==> config.mk <==
export PLATFORM = sky130hd
export DESIGN_NAME = spi_pkt_ctrl
export DESIGN_NICKNAME = d
export VERILOG_FILES = /design/src/rtl/spi_pkt_ctrl.sv
export SDC_FILE = /design/constraint.sdc
export NUM_CORES = 1
export LEC_CHECK = 0
export CAP_MARGIN = 10
export CORE_MARGIN = 2
export CORE_UTILIZATION = 40
export DETAILED_ROUTE_END_ITERATION = 10
export GPL_ROUTABILITY_DRIVEN = 0
export PLACE_DENSITY = 0.73
export SLEW_MARGIN = 15
export SYNTH_ARGS = -nofsm -noshare
export SYNTH_HDL_FRONTEND = slang
export SYNTH_SLANG_ARGS = --single-unit
==> constraint.sdc <==
create_clock -name clk -period 4.41 [get_ports clk]
set_input_delay 0.6615 -clock clk [delete_from_list [all_inputs] [get_ports clk]]
set_output_delay 0.6615 -clock clk [all_outputs]
set_load 0.005 [all_outputs]
==> src/rtl/spi_pkt_ctrl.sv <==
`default_nettype none
// +--------------------------------------------------------------------------+
// | spi_pkt_ctrl: decodes SPI packets {type, len_hi, len_lo, payload} into   |
// | FIFO writes, config register writes or discards; returns space/status.   |
// | Revision: 1.0                                                            |
// +--------------------------------------------------------------------------+
module spi_pkt_ctrl #(
  parameter int         SPACE_W   = 12,
  parameter int         NUM_REGS  = 4,
  parameter int         ADDR_W    = 2,
  parameter logic [7:0] SYNC_BYTE = 8'hA5
) (
  input  logic               clk,
  input  logic               rst,
  input  logic [7:0]         spi_rx_data_i,
  input  logic               spi_rx_stb_i,
  input  logic               spi_tsx_start_i,
  output logic [7:0]         spi_tx_data_o,
  input  logic [SPACE_W-1:0] fifo_space_free_i,
  input  logic               fifo_full_i,
  output logic [7:0]         fifo_data_o,
  output logic               fifo_wr_o,
  output logic [ADDR_W-1:0]  reg_addr_o,
  output logic [7:0]         reg_data_o,
  output logic               reg_wr_o,
  output logic [7:0]         status_o
);

  typedef enum logic [3:0] {
    S_IDLE, S_TYPE, S_LEN_HI, S_LEN_LO, S_GET_SPACE,
    S_REG_A, S_REG_D, S_FIFO, S_STATUS, S_DISCARD
  } state_t;

  state_t              state_q, state_d;
  logic [7:0]          type_q, type_d;
  logic [7:0]          len_hi_q, len_hi_d;
  logic [15:0]         rem_q, rem_d;
  logic [15:0]         snap_q, snap_d;
  logic                first_q, first_d;
  logic [7:0]          addr_q, addr_d;
  logic [7:0]          tx_q, tx_d;
  logic [7:0]          fdata_q, fdata_d;
  logic                fwr_q, fwr_d;
  logic [ADDR_W-1:0]   raddr_q, raddr_d;
  logic [7:0]          rdata_q, rdata_d;
  logic                rwr_q, rwr_d;
  logic                ovf_q, ovf_d;
  logic                bad_addr_q, bad_addr_d;
  logic                bad_type_q, bad_type_d;

  logic [15:0] w_space16;
  logic [15:0] w_len;
  logic        w_addr_ok;
  logic [7:0]  w_status;

  assign w_space16 = 16'(fifo_space_free_i);
  assign w_len     = {len_hi_q, spi_rx_data_i};
  // Full byte compared so addresses beyond the register window are caught
  assign w_addr_ok = ({1'b0, addr_q} < 9'(NUM_REGS));
  assign w_status  = {ovf_q, bad_addr_q, bad_type_q, 5'b0};

  always_ff @(posedge clk) begin
    if (rst) begin
      state_q    <= S_IDLE;
      type_q     <= '0;
      len_hi_q   <= '0;
      rem_q      <= '0;
      snap_q     <= '0;
      first_q    <= 1'b0;
      addr_q     <= '0;
      tx_q       <= '0;
      fdata_q    <= '0;
      fwr_q      <= 1'b0;
      raddr_q    <= '0;
      rdata_q    <= '0;
      rwr_q      <= 1'b0;
      ovf_q      <= 1'b0;
      bad_addr_q <= 1'b0;
      bad_type_q <= 1'b0;
    end else begin
      state_q    <= state_d;
      type_q     <= type_d;
      len_hi_q   <= len_hi_d;
      rem_q      <= rem_d;
      snap_q     <= snap_d;
      first_q    <= first_d;
      addr_q     <= addr_d;
      tx_q       <= tx_d;
      fdata_q    <= fdata_d;
      fwr_q      <= fwr_d;
      raddr_q    <= raddr_d;
      rdata_q    <= rdata_d;
      rwr_q      <= rwr_d;
      ovf_q      <= ovf_d;
      bad_addr_q <= bad_addr_d;
      bad_type_q <= bad_type_d;
    end
  end

  always_comb begin
    state_d    = state_q;
    type_d     = type_q;
    len_hi_d   = len_hi_q;
    rem_d      = rem_q;
    snap_d     = snap_q;
    first_d    = first_q;
    addr_d     = addr_q;
    tx_d       = tx_q;
    fdata_d    = fdata_q;
    fwr_d      = 1'b0;
    raddr_d    = raddr_q;
    rdata_d    = rdata_q;
    rwr_d      = 1'b0;
    ovf_d      = ovf_q;
    bad_addr_d = bad_addr_q;
    bad_type_d = bad_type_q;

    // A new transaction aborts everything, including a coincident strobe
    if (spi_tsx_start_i) begin
      state_d = S_TYPE;
      tx_d    = SYNC_BYTE;
    end else if (spi_rx_stb_i) begin
      case (state_q)
        S_IDLE: ;
        S_TYPE: begin
          type_d  = spi_rx_data_i;
          state_d = S_LEN_HI;
        end
        S_LEN_HI: begin
          len_hi_d = spi_rx_data_i;
          state_d  = S_LEN_LO;
        end
        S_LEN_LO: begin
          rem_d   = w_len;
          first_d = 1'b1;
          if (w_len == 16'd0) begin
            state_d = S_IDLE;
          end else begin
            case (type_q)
              8'd0: begin
                snap_d  = w_space16;
                tx_d    = w_space16[15:8];
                state_d = S_GET_SPACE;
              end
              8'd1: state_d = S_REG_A;
              8'd2: state_d = S_FIFO;
              8'd3: begin
                tx_d       = w_status;
                ovf_d      = 1'b0;
                bad_addr_d = 1'b0;
                bad_type_d = 1'b0;
                state_d    = S_STATUS;
              end
              default: begin
                bad_type_d = 1'b1;
                state_d    = S_DISCARD;
              end
            endcase
          end
        end
        default: begin
          case (state_q)
            S_GET_SPACE: begin
              tx_d    = first_q ? snap_q[7:0] : 8'h00;
              first_d = 1'b0;
            end
            S_REG_A: begin
              addr_d  = spi_rx_data_i;
              state_d = S_REG_D;
            end
            S_REG_D: begin
              if (w_addr_ok) begin
                rdata_d = spi_rx_data_i;
                raddr_d = addr_q[ADDR_W-1:0];
                rwr_d   = 1'b1;
              end else begin
                bad_addr_d = 1'b1;
              end
              state_d = S_REG_A;
            end
            S_FIFO: begin
              tx_d = w_space16[7:0];
              if (!fifo_full_i) begin
                fdata_d = spi_rx_data_i;
                fwr_d   = 1'b1;
              end else begin
                ovf_d = 1'b1;
              end
            end
            default: tx_d = 8'h00;
          endcase
          if (rem_q != 16'd0) rem_d = rem_q - 16'd1;
          if (rem_q == 16'd1) state_d = S_IDLE;
        end
      endcase
    end
  end

  assign spi_tx_data_o = tx_q;
  assign fifo_data_o   = fdata_q;
  assign fifo_wr_o     = fwr_q;
  assign reg_addr_o    = raddr_q;
  assign reg_data_o    = rdata_q;
  assign reg_wr_o      = rwr_q;
  assign status_o      = w_status;

endmodule
`default_nettype wire

==> impl_summary.txt <==
----------------------------------------------------
[Worst setup path]
  Arr. time, crit path ... approximately 3 ns
  CP endpoint kind ... register
  Type of origin of the critical path ... primary input
  Required @ worst endpoint ... 4.65 ns
  Setup CP Type ... primary input to register
  Largest fanout of any net on the critical path ... 13

[Placed design]
  DPL Wire Length ... 7080 um
  Buffers on Ports ... 55
  Post-Place Cells ... 633

[Timing]
  Final setup violation count ... 0
  Setup repair after global routing missed its margin ... no
  Max-slew violation count ... 0
  Transition time at the pin with the least slew margin ... 0.839 ns
  Final clock skew ... between 0.01 and 0.015 ns
  Final period util ... around three fifths
  Final-report hold violation count ... 0
  Fin crit period ... 2.72 ns
  Highest achievable clock rate ... 367 MHz
  Worst max-slew margin expressed relative to the limit ... around 44%
  Total Negative Setup Slacks ... 0 ns

[Clock network]
  Clock tree root driver cell ... sky130_fd_sc_hd__clkbuf_8
  Gates resized, CTS repair ... 0
  TritonCTS clock tree ... yes
  Clock insertion delay at the later pin of the skew report ... 0.38 ns
  CTS buffer count ... 9
  Hold buffer count at CTS ... 0
  Clock-pin slew on the worst setup and hold paths ... around 0.090 ns
  Maximum count of clock buffers along a single path ... 2
  Setup Fix Bufs, Post-CTS ... 0
  Clock sinks ... 84
  H-tree depth reported by CTS ... 3

[Synthesis]
  Mapped Avg Cell Area ... ~8.5 um2
  Synthesized netlist cell count ... 476
  Cell taking the most area after synthesis ... sky130_fd_sc_hd__dfxtp_1
  Register bit count reported by yosys ... 84
  Cell area after technology mapping ... a little over 4000 um2
  YS warnings ... 0
  Number of flops mapped to enable cells by yosys ... 0
  Register area share after synthesis ... between 40% and 50%
  Number of distinct library cells after synthesis ... 62
  Ys async rst share ... 0%
  Top flip-flop cell by instance count after synthesis ... sky130_fd_sc_hd__dfxtp_1
  Top cells by area, synth ... sky130_fd_sc_hd__dfxtp_1 (41%), sky130_fd_sc_hd__mux2i_1 (10%), sky130_fd_sc_hd__nor2_1 (6.8%), sky130_fd_sc_hd__a21oi_1 (3.9%), sky130_fd_sc_hd__nand2_1 (3.1%)
  Synth top area share ... about two fifths

[Finish]
  Final non-filler cell total ... approximately 650
  Most frequent standard cell in the layout excluding fill and tap cells ... sky130_fd_sc_hd__dfxtp_1
  Antenna diodes ... 0
  Fin nets ... between 500 and 600
  Area Growth Syn to Fin ... 19.5%
  Share of final-layout standard cells stronger than drive strength 1 ... 6.59%
  Most frequent cells in the layout ... sky130_fd_sc_hd__dfxtp_1 (84), sky130_fd_sc_hd__nor2_1 (74), sky130_fd_sc_hd__clkdlybuf4s50_1 (54), sky130_fd_sc_hd__mux2i_1 (42), sky130_fd_sc_hd__nand2_1 (34)

[Floorplanning]
  Number of cell rows ... 36
  Overall die width ... around 100 um
  Vertical die dimension ... around 100 um
  Starting density of the core ... 41.4%
  Core Footprint ... slightly below 10000 um2
  IO Count ... 61
  Die area ... 11000 um2

[Power and ir drop]
  Leakage power total ... roughly 2.0 nW
  Power per cell area ... around 300 nW/um2
  Max IR drop VDD ... 0.174 mV

[Route]
  Aggregate routed wire length ... between 10000 and 15000 um
  1st-iter DRT viols ... 333
  Number of design rule violations left after detail routing ... 0
  Total number of vias ... 3714
  Wire length per cell ... 16.0 um
  First-pass iteration count of the detailed router ... 6
  Vias per cell ... ~5.7
  DRT antenna net count ... 0

[GRT]
  Global-route wire length before repair ... 17600 um
  Maximum number of pins on one net before global-route repair ... 44
  Antenna violations before repair ... 0
  Combined global-route utilization of all metal layers ... roughly 20%
  Vias in the first global route ... approximately 3.6k
  Global route total overflow ... 0

[Run status]
  Status ... completed

[Job]
  Maximum capacitance violations ... 0

[Min path]
  Hold/Removal Path Class ... register to register

----------------------------------------------------
## metrics by stage
step | instance area, um2 | power (mW) | utilization (%) | worst slack (ns) | hold slack (ns)
floorplan | 4080 | 0.841 | - | 2.29 | 0.441
global placement | 4660 | 0.885 | 47.5 | 1.38 | 0.456
detailed placement | 4660 | 0.887 | 47.5 | 1.30 | 0.455
CTS | 4860 | 1.45 | 49.5 | 1.69 | 0.467
global route | 4860 | 1.50 | 49.5 | 1.36 | 0.478
finish | 4860 | 1.45 | 49.5 | 1.69 | 0.467
## final timing paths
check,to,slack [ns],depth (start not counted),start
worst max-delay path,type_q[1],1.69,6,spi_tsx_start_i
worst min-delay path,spi_tx_data_o[3],0.47,2,spi_tx_data_o[3]
worst max register to register,reg_addr_o[0],1.84,5,addr_q[4]
worst min register to register,spi_tx_data_o[3],0.47,2,spi_tx_data_o[3]
## cell type report
cell class	instances	area, um2
Clock inverter	7	80.1
Fill cell	979	4960
Timing Repair Buffer	61	591
Multi-Input combinational cell	348	2190
Inverter	7	26.3
Clock buffer	9	124
Tap cell	133	166
Sequential cell	84	1680
## where the power goes
| part | total, mW | switching, mW | leakage [nW] | internal (mW) |
|---|---|---|---|---|
| combinational | 0.0975 | 0.0537 | 1.24 | 0.0438 |
| clock | 0.576 | 0.307 | 0.102 | 0.269 |
| sequential | 0.772 | 0.00799 | 0.678 | 0.764 |
| total | 1.45 | 0.369 | 2.02 | 1.08 |
## cells in the mapped netlist (all sizes together), types with 10 or more instances
library cell and count:
dfxtp 84, nor3 14, a211oi 12, nor4 15, nor2 74, clkbuf 24, buf 17, nand2 34
mux2i 42, o21ai 18, nand3 10, a21oi 32
## kinds of logic after synthesis
family | share of synthesized area (%)
flops | 41.3
other cells | 0.0922
compound gates | 16.5
fa+ha+maj | 0.923
mux | 10.3
xor+xnor | 0.431
simple gates | 24.9
buf+inv | 5.47
## layer usage
layer  up-vias  share of wire, %  GRT usage, %
met1      1769                43          25.2
li1       1784                 -             -
met3        23               6.2          3.93
met5         -                 0             0
met4         0               1.7          7.62
met2       138                49          32.3
## worst max-delay path, stage by stage
cell and delay [ns]:
sky130_fd_sc_hd__clkdlybuf4s50_1 0.63, sky130_fd_sc_hd__nand2b_1 0.36, sky130_fd_sc_hd__nor2_1 0.49, sky130_fd_sc_hd__nand3b_1 0.47, sky130_fd_sc_hd__mux2i_1 0.29, sky130_fd_sc_hd__nor2_1 0.05
## registers in the layout, indices dropped and copies added (netlist names)
signal / count
reg_wr_o: 1
reg_data_o: 8
state_q: 4
first_q: 1
len_hi_q: 8
addr_q: 8
type_q: 8
bad_addr_q: 1
spi_tx_data_o: 8
rem_q: 16
fifo_wr_o: 1
bad_type_q: 1
fifo_data_o: 8
snap_q: 8
reg_addr_o: 2
ovf_q: 1
Power figures use the tool's default switching activity.
